### src/rtl/fifo_rd_fwft_if.sv
// rtl/fifo_rd_fwft_if.sv - read-side FIFO memory and FWFT consumer handshake bundle
interface fifo_rd_fwft_if #(
    parameter int DATASIZE = 8
);
    logic                rempty;
    logic [DATASIZE-1:0] rdata_mem;
    logic                rinc;
    logic [DATASIZE-1:0] m_data;
    logic                m_valid;
    logic                m_ready;
    logic [1:0]          buf_level;

    modport master (
        input  rempty,
        input  rdata_mem,
        input  m_ready,
        output rinc,
        output m_data,
        output m_valid,
        output buf_level
    );

    modport slave (
        output rempty,
        output rdata_mem,
        output m_ready,
        input  rinc,
        input  m_data,
        input  m_valid,
        input  buf_level
    );
endinterface

### src/rtl/fifo_rd_fwft.sv
// rtl/fifo_rd_fwft.sv - two-entry first-word-fall-through output stage for the read side of a FIFO
module fifo_rd_fwft #(
    parameter int DATASIZE = 8
) (
    input  logic           rclk,
    input  logic           rrst_n,
    fifo_rd_fwft_if.master bus
);

    // Encoding doubles as the buffered word count.
    typedef enum logic [1:0] {
        ST_EMPTY = 2'd0,
        ST_ONE   = 2'd1,
        ST_FULL  = 2'd2
    } state_e;

    state_e              state_q, state_d;
    logic [DATASIZE-1:0] head_q, head_d;
    logic [DATASIZE-1:0] skid_q, skid_d;
    logic                push;
    logic                pop;

    always_ff @(posedge rclk or negedge rrst_n) begin
        if (!rrst_n) begin
            state_q <= ST_EMPTY;
            head_q  <= '0;
            skid_q  <= '0;
        end else begin
            state_q <= state_d;
            head_q  <= head_d;
            skid_q  <= skid_d;
        end
    end

    always_comb begin
        state_d = state_q;
        head_d  = head_q;
        skid_d  = skid_q;
        case (state_q)
            ST_EMPTY: begin
                if (push) begin
                    head_d  = bus.rdata_mem;
                    state_d = ST_ONE;
                end
            end
            ST_ONE: begin
                if (push && pop) begin
                    head_d = bus.rdata_mem;
                end else if (push) begin
                    skid_d  = bus.rdata_mem;
                    state_d = ST_FULL;
                end else if (pop) begin
                    state_d = ST_EMPTY;
                end
            end
            ST_FULL: begin
                // Push without pop cannot happen here: rinc is held low when full and stalled.
                if (pop) begin
                    head_d = skid_q;
                    if (push) begin
                        skid_d = bus.rdata_mem;
                    end else begin
                        state_d = ST_ONE;
                    end
                end
            end
            default: state_d = ST_EMPTY;
        endcase
    end

    always_comb begin
        push = rrst_n && !bus.rempty && ((state_q != ST_FULL) || bus.m_ready);
        pop  = (state_q != ST_EMPTY) && bus.m_ready;
    end

    assign bus.rinc      = push;
    assign bus.m_data    = head_q;
    assign bus.m_valid   = (state_q != ST_EMPTY);
    assign bus.buf_level = state_q;

endmodule

### src/flat_wrapper.sv
// flat-port wrapper written by rule: the top's interface ports become plain ports
module fifo_rd_fwft_flat 
#(
    parameter int DATASIZE = 8
)
  (rclk, rrst_n, bus_rempty, bus_rdata_mem, bus_m_ready, bus_rinc, bus_m_data, bus_m_valid, bus_buf_level);
  fifo_rd_fwft_if #(.DATASIZE(DATASIZE)) bus_i ();
  input  logic rclk;
  input  logic rrst_n;
  input wire logic [$bits(bus_i.rempty)-1:0] bus_rempty;
  input wire logic [$bits(bus_i.rdata_mem)-1:0] bus_rdata_mem;
  input wire logic [$bits(bus_i.m_ready)-1:0] bus_m_ready;
  output wire logic [$bits(bus_i.rinc)-1:0] bus_rinc;
  output wire logic [$bits(bus_i.m_data)-1:0] bus_m_data;
  output wire logic [$bits(bus_i.m_valid)-1:0] bus_m_valid;
  output wire logic [$bits(bus_i.buf_level)-1:0] bus_buf_level;
  assign bus_i.rempty = bus_rempty;
  assign bus_i.rdata_mem = bus_rdata_mem;
  assign bus_i.m_ready = bus_m_ready;
  assign bus_rinc = bus_i.rinc;
  assign bus_m_data = bus_i.m_data;
  assign bus_m_valid = bus_i.m_valid;
  assign bus_buf_level = bus_i.buf_level;
  fifo_rd_fwft #(.DATASIZE(DATASIZE)) u_core (.rclk(rclk), .rrst_n(rrst_n), .bus(bus_i));
endmodule
### config.mk
export PLATFORM = sky130hd
export DESIGN_NAME = fifo_rd_fwft_flat
export DESIGN_NICKNAME = d
export VERILOG_FILES = /design/src/rtl/fifo_rd_fwft_if.sv /design/src/rtl/fifo_rd_fwft.sv /design/src/flat_wrapper.sv
export SDC_FILE = /design/constraint.sdc
export NUM_CORES = 1
export LEC_CHECK = 0
export CORE_MARGIN = 1
export CORE_UTILIZATION = 40
export DETAILED_ROUTE_END_ITERATION = 10
export PLACE_DENSITY = 0.78
export SYNTH_ARGS = -nofsm -noshare
export SYNTH_HDL_FRONTEND = slang
export SYNTH_SLANG_ARGS = --single-unit
### constraint.sdc
create_clock -name rclk -period 1.7 [get_ports rclk]
set_clock_uncertainty 0.2 [all_clocks]
set_input_delay 0.51 -clock rclk [delete_from_list [all_inputs] [get_ports rclk]]
set_output_delay 0.51 -clock rclk [all_outputs]
set_load 0.03 [all_outputs]
# Word level (Yosys, flattened, before mapping)
# Cells that the tools add are included.
# totals
output_inout_bits	12
wordCells	40
regBits	18
in_bits	12
# classes
reduce_logical	13
eq_ne	9
muxes	15
# ops
cell	count
8-bit 2-to-1 mux	6
8-bit one-hot mux with 3 select lines	1
8-bit one-hot mux with 2 select lines	1
2-bit 2-to-1 mux	6
2-bit by 1-bit != test with 1-bit output (second input constant)	3
2-bit != test (second input constant)	3
2-bit one-hot mux with 3 select lines	1
5-bit AND reduction	1
1-bit logical AND	4
4-bit AND reduction	1
2-bit nonzero test	2
3-bit by 1-bit != test with 1-bit output (second input constant)	1
3-bit AND reduction	1
3-bit nonzero test	1
2-bit by 1-bit equality test with 1-bit output (second input constant)	1
2-bit equality test (second input constant)	1
2-bit logical NOT	1
1-bit logical NOT	1
1-bit logical OR	1

# Depth between registers and ports, before layout
# Gate-level depths: netlist (run 1).
# depth
word_depth	6
ltp_mapped	4
depth_no_buf	3

# Least setup slack after synthesis (run 1)
# OpenSTA, ideal clock, no wires.
# synth_path
path_kind	register to register
startpoint	register u_core.state_q[1] (netlist: u_core.bus.buf_level[1])
endpoint	register u_core.head_q[0] (netlist: u_core.bus.m_data[0])
n_path_buf	1
arrival_ps	1540
synth_period_minus_slack_ps	1865
setup_time_ps	125
stages_incl_launch_ff	5
required_ps	1375
setup_slack_ps	-165
cell_sequence	dfrtp_1 and2b_1 buf_2 mux2_2 mux2_2
# synth_via
elab_chain_cells	6
elab_cells_between_ends	15
classes_between	eq/ne (6); mux (1); reduce/logical (8)
# synth_rtl
element	line	source
from (decl)	fifo_rd_fwft.sv:17	state_e state_q, state_d;
from (signal assigned)	fifo_rd_fwft.sv:29	state_q <= state_d;
2-bit != test	fifo_rd_fwft.sv:72	push = rrst_n && !bus.rempty && ((state_q != ST_FULL) || bus.m_ready);
1-bit logical OR	fifo_rd_fwft.sv:72	
1-bit logical AND	fifo_rd_fwft.sv:72	
1-bit logical AND	fifo_rd_fwft.sv:47	if (push && pop) begin
2-bit by 1-bit != test with 1-bit output (no source line)	--	
4-bit AND reduction (no source line)	--	
to (signal assigned)	fifo_rd_fwft.sv:26	head_q <= '0;
to (signal assigned)	fifo_rd_fwft.sv:30	head_q <= head_d;
to (decl)	fifo_rd_fwft.sv:18	logic [DATASIZE-1:0] head_q, head_d;
# Parallel ways exist; a longest one is shown, timed or not.
# A chain may end at the register's enable or synchronous reset.

# Final worst setup path (run 1)
# layout_path
startpoint	register u_core.state_q[0] (netlist: u_core.bus.buf_level[0])
endpoint	output port bus_rinc
# layout_via
elab_chain_cells	3
# layout_rtl
element	line	source
2-bit != test	fifo_rd_fwft.sv:72	
1-bit logical OR	fifo_rd_fwft.sv:72	
1-bit logical AND	fifo_rd_fwft.sv:72	
to (decl)	flat_wrapper.sv:13	output wire logic [$bits(bus_i.rinc)-1:0] bus_rinc;
# No other way between the ends.

==> results of run 1 <==
routing by layer:
| layer | routed length [um] | vias to the layer above | global-route usage (%) |
|---|---|---|---|
| li1 | - | 305 | - |
| met4 | 32 | 0 | 10.00 |
| met3 | 42 | 4 | 2.222 |
| met2 | 1054 | 12 | 36.27 |
| met5 | 0 | - | 0 |
| met1 | 885 | 320 | 24.01 |
state kept, by name, indices dropped and copies added, names as in the netlist:
name / flops
u_core.bus.buf_level: 2
u_core.bus.m_data: 8
u_core.skid_q: 8
worst max-delay path: cells and delay by family (launching register included):
kind | cells | cell delay, ps
simple gates | 1 | 130
buf+inv | 2 | 250
compound gates | 1 | 190
flops | 1 | 420
repair_timing:
item | CTS | global route
pin swaps | 1 | 1
setup endpoints to repair | 22 | 21
endpoints found under the hold margin | 0 | 0
gates resized for setup | 37 | 5
setup buffers | 2 | 1
Yosys cell counts (all sizes together):
library cell | count | area, um2
buf | 1 | 5.000
inv | 1 | 3.750
and3b | 1 | 10.01
and2b | 1 | 7.510
or2 | 1 | 6.260
o41ai | 1 | 27.53
nor3b | 1 | 7.510
o21a | 1 | 7.510
o21ai | 3 | 18.77
nand2b | 1 | 6.260
nand3b | 1 | 7.510
mux2 | 24 | 270.3
nor2b | 2 | 12.51
xnor2 | 1 | 8.760
o22ai | 1 | 6.260
dfrtp | 18 | 450.4
how the worst max path moves through the flow:
stage	startpoint	cells after the start	slack [ps]	to
after floorplan	rrst_n	3	-140	u_core.bus.m_data[0]
after global placement	rrst_n	5	-660	u_core.bus.m_data[7]
after global routing	u_core.bus.buf_level[0]	4	-320	bus_rinc
after CTS	u_core.bus.buf_level[0]	4	-310	bus_rinc
after detailed placement	rrst_n	5	-690	u_core.bus.m_data[5]
final	u_core.bus.buf_level[0]	4	-300	bus_rinc
metrics by stage:
step / total power [mW] / utilization [%]
3_5_place_dp: 1.401 / 63.76
2_1_floorplan: 1.101 / -
6_report: 1.775 / 72.29
4_1_cts: 1.779 / 71.34
3_3_place_gp: 1.365 / 63.76
5_1_grt: 1.873 / 72.29
cell families (layout without fill, tap and decap cells):
family	after synthesis	count (layout)	share of synthesized area [%]
DFF	18	18	52.63
and+or+nand+nor	8	8	6.727
xor gates and xnor gates	1	1	1.024
buffers and inverters	2	47	1.022
muxes	24	24	31.58
AOI/OAI and AO/OA	6	6	7.019
layout by cell type (no fill, tap or decap), drive strengths merged, types with 2 or more instances in the layout:
| master | Yosys | final |
|---|---|---|
| dlygate4sd2 | 0 | 2 |
| o21ai | 3 | 3 |
| mux2 | 24 | 24 |
| clkbuf | 0 | 4 |
| clkdlybuf4s50 | 0 | 8 |
| nor2b | 2 | 2 |
| buf | 1 | 31 |
| dfrtp | 18 | 18 |
cell type report:
class                      count  area, um2  area share, %
tap                           27      33.78          2.358
inverter                       1      11.26         0.7860
sequential                    18      452.9          31.62
timing repair buffer          42      395.4          27.60
multi-input combinational     39      503.0          35.11
clock buffer                   4      36.28          2.533
report_power, final:
group / switching [mW] / leakage (nW) / internal, mW
sequential: 0.0959 / 0.215 / 0.600
combinational: 0.349 / 0.442 / 0.462
clock: 0.137 / 0.0210 / 0.131
total: 0.582 / 0.677 / 1.19
==> flow_metrics.py, run 1 <==
metrics = {
    "status": {
        "status": "finished with violations",
        "violations": "negative setup slack",
    },
    "timing": {
        "setup_tns_ps": -3203,
        "whs_ps": 111.0,
        "worst_pin_slew_ps": 329.6,
        "finalCritPeriodShare_pct": 117.5,
        "setup_viol": 20,
        "hold_viol_final": 0,
        "fin_ws_ps": -298.1,
        "slew_viol_final": 0,
        "rsz0062_at_grt": "yes",
        "slew_headroom_pct": 78.03,
        "period_minus_slack_ps": 1998,
        "fmax_mhz": 500.5,
    },
    "cts": {
        "clk_latency_ps": 300,
        "clockRootBuffer": "clkbuf_4",
        "clk_pin_slew_ps": 110,
        "hold_buffers": 0,
        "cts_buffers": 3,
        "cts.path.max_buffers": 2,
        "cts.htree.levels": 1,
        "cts_tree": "done",
        "cts_sinks": 18,
    },
    "critical_path": {
        "crit_required_ps": 990,
        "worstSetupPathType": "reg -> out",
        "r2r_slack_ps": -250,
        "slowest_delay_ps": 420,
        "cp_slowest_cell": "dfrtp_2",
        "cp_max_fo": 2,
        "crit_chain": "buf_6 > nand2b_4 > o21a_2 > buf_6",
        "rr_endpoint": "u_core.bus.m_data[0]",
        "crit_top_cell": "buf_6",
        "crit_arrival_ps": 1290,
        "worstRegToRegCells": 6,
        "r2r-start": "u_core.bus.buf_level[0]",
        "cp-end-kind": "output port",
        "startpoint_type": "flip-flop",
    },
    "global_routing": {
        "antenna_found_initial": 0,
        "grt_pass1_wl_um": 3153,
        "grt_pass1_vias": 692,
        "grt_usage_pct": 20.32,
        "grt_max_degree": 12,
        "overflow": 0,
    },
    "pwr": {
        "ir_worst_vdd_v": 0.0008233,
        "p_leak_nw": 0.6772,
        "p_per_area_nw_per_um2": 1239,
    },
    "finish": {
        "fill_cells": 139,
        "final_cells": 131,
        "layout.nets": 117,
        "drive_above_1_share_pct": 70.19,
        "syn2layout_area_growth_pct": 67.40,
        "final_area_um2": 1433,
        "n_antenna_cell": 0,
    },
    "die": {
        "coreArea_um2": 1982,
        "ios": 24,
        "dieArea_um2": 2329,
        "die_h_um": 48.26,
        "initial_core_util_pct": 43.18,
        "rows": 16,
        "die_w_um": 48.26,
    },
    "detailed_routing": {
        "wl_per_cell_um": 15.38,
        "vias": 641,
        "postRouteAntennaNets": 0,
        "routed_wl_um": 2015,
        "drt_first_pass_iters": 2,
        "routed_via_density": 4.893,
        "drt_iter0_markers": 2,
        "drc": 0,
    },
    "yosys": {
        "synthCells": 59,
        "yosysWarnings": 0,
        "syn-mean-instance-area_um2": 14.51,
        "syn_area_um2": 855.8,
        "syn_nets": 71,
        "synthDistinctLibCells": 17,
        "seq_area_frac_synth_pct": 52.63,
        "ys_ff_latch": 18,
    },
    "placed_design": {
        "hpwl_um": 1470,
        "routabilityCongestion": 0.7567,
        "dp_cells": 124,
        "place_ws_ps": -690.0,
        "numPortBuffers": 23,
        "placed_area_um2": 1264,
    },
    "min_path": {
        "worstHoldPathType": "in -> async",
    },
    "job": {
        "cap_viol_max_count": 0,
    },
}
No activity file was read; power rests on OpenSTA's default activity.
==> inputs of run 2 (changes only) <==
--- a/config.mk
+++ b/config.mk
@@ -12,3 +12,4 @@
 export SYNTH_ARGS = -nofsm -noshare
 export SYNTH_HDL_FRONTEND = slang
 export SYNTH_SLANG_ARGS = --single-unit
+export TNS_END_PERCENT = 10
==> run 2 against run 1 <==
Net effect:
- the flow still finishes with violations (negative setup slack)
- via count is 2.0% lower
- sequential power is 2% lower
- global-route usage is 3.3 points lower
- hold slack better by 3.0 ps
==> flow_metrics.py, run 2 (synthesis gave the netlist of run 1 again) <==
metrics = {
    "placed_design": {
        "routabilityCongestion": 0.7623,
        "hpwl_um": 1308,
        "numPortBuffers": 23,
        "dp_cells": 122,
    },
    "detailed_routing": {
        "drt_iter0_markers": 6,
        "wl_met2_um": 858,
        "dr.max_layer_used": "met4",
        "vias": 628,
        "routed_via_density": 4.868,
        "wl_per_cell_um": 13.23,
        "routed_wl_um": 1707,
        "drt_first_pass_iters": 2,
        "drc": 0,
        "route.met3.wl_um": 69,
        "wl_met1_um": 756,
        "postRouteAntennaNets": 0,
    },
    "timing": {
        "hold_viol_final": 0,
        "fmax_mhz": 506.2,
        "setup_viol": 19,
        "fin_ws_ps": -275.7,
        "setup_tns_ps": -2603,
        "rsz0062_at_grt": "yes",
        "slew_viol_final": 0,
        "slew_headroom_pct": 75.37,
        "period_minus_slack_ps": 1976,
        "finalCritPeriodShare_pct": 116.2,
        "worst_pin_slew_ps": 369.4,
    },
    "critical_path": {
        "r2r_slack_ps": -190,
        "r2r-start": "u_core.bus.buf_level[0]",
        "cp-end-kind": "output port",
        "worstRegToRegCells": 6,
        "crit_required_ps": 990,
        "startpoint_type": "input pin",
        "worstSetupPathType": "in -> out",
        "rr_endpoint": "u_core.bus.m_data[6]",
        "crit_chain": "clkdlybuf4s15_1 > buf_4 > o21a_1 > buf_6",
        "crit_arrival_ps": 1270,
        "cp_max_fo": 5,
        "cp_slowest_cell": "clkdlybuf4s15_1",
        "slowest_delay_ps": 250,
    },
    "die": {
        "initial_core_util_pct": 43.18,
        "ios": 24,
        "dieArea_um2": 2329,
        "die_w_um": 48.26,
        "rows": 16,
        "coreArea_um2": 1982,
        "die_h_um": 48.26,
    },
    "min_path": {
        "worstHoldPathType": "in -> async",
    },
    "global_routing": {
        "grt_max_degree": 15,
        "antenna_found_initial": 0,
        "grt_pass1_vias": 600,
        "overflow": 0,
        "grt_usage_pct": 17.05,
        "grt_pass1_wl_um": 2615,
    },
    "cts": {
        "clk_latency_ps": 290,
        "cts_buffers": 3,
        "cts_tree": "done",
        "clockRootBuffer": "clkbuf_4",
        "clk_pin_slew_ps": 100,
        "cts_sinks": 18,
        "cts.path.max_buffers": 2,
        "cts.htree.levels": 1,
        "hold_buffers": 0,
    },
    "finish": {
        "layout.nets": 115,
        "utilization_pct": 64.46,
        "syn2layout_area_growth_pct": 49.27,
        "drive_above_1_share_pct": 62.75,
        "final_cells": 129,
        "final_cell_mix": "mux2_2 (24), buf_4 (23), dfrtp_1 (17)",
        "fill_cells": 154,
        "n_antenna_cell": 0,
        "layout_commonest_cell": "mux2_2",
    },
    "pwr": {
        "ir_worst_vdd_v": 0.0007552,
        "p_leak_nw": 0.5794,
        "p_per_area_nw_per_um2": 1237,
    },
    "job": {
        "cap_viol_max_count": 0,
    },
    "status": {
        "status": "finished with violations",
        "violations": "negative setup slack",
    },
}
-- run 2: cell types whose count changed in the layout (fill, tap and decap cells not counted), sizes merged --
cell,change
buf,-2
-- run 2: what timing repair did --
item / 4_1_cts / 5_1_grt
setup endpoints to repair: 21 / 20
endpoints found under the hold margin: 0 / 0
setup buffers: 2 / 1
pin swaps: 1 / 1
gates resized for setup: 16 / 4
gates cloned: 0 / 0
-- run 2: how the worst max path moves through the flow --
stage,start,end,slack (ps),depth (start not counted)
2_1_floorplan,u_core.bus.buf_level[0],u_core.bus.m_data[0],-150,3
3_3_place_gp,rrst_n,u_core.bus.m_data[5],-600,5
3_5_place_dp,rrst_n,u_core.bus.m_data[2],-660,5
4_1_cts,u_core.bus.buf_level[0],bus_rinc,-280,4
5_1_grt,u_core.bus.buf_level[0],bus_rinc,-320,4
6_report,bus_m_ready,bus_rinc,-280,4
-- run 2: cell type report --
class                      instances  area [um2]  share of cell area [%]
inverter                           1       3.754                  0.2938
timing repair buffer              40       347.8                   27.23
sequential                        18       451.7                   35.36
clock buffer                       4       26.28                   2.057
tap                               27       33.78                   2.644
multi-input combinational         39       414.1                   32.42
-- run 2: per-stage QoR --
stage                     total power [mW]  setup slack [ps]  hold slack, ps  instance area [um2]
after detailed placement             1.343            -659.5           289.0                 1194
after global routing                 1.678            -315.7           110.7                 1277
after CTS                            1.593            -280.6           102.7                 1257
after floorplan                      1.068            -145.1           14.41                857.1
final                                1.581            -275.7           113.9                 1277
after global placement               1.321            -597.6           280.8                 1194
-- run 2: critical path: cells and delay by family --
family                 cells  cell delay (ps)
buffers and inverters      3              570
AO/OA/AOI/OAI              1              190
-- run 2: where the power goes --
group	switching, mW	internal, mW	leakage (nW)
logic	0.320	0.360	0.349
clock network	0.126	0.0912	0.0150
registers	0.0840	0.599	0.216
total	0.530	1.05	0.579
-- run 2: metal layers --
layer	global-route usage [%]	up-vias
li1	-	301
met1	20.00	303
met2	29.60	20
met3	2.222	4
met4	10.00	0
met5	0	-
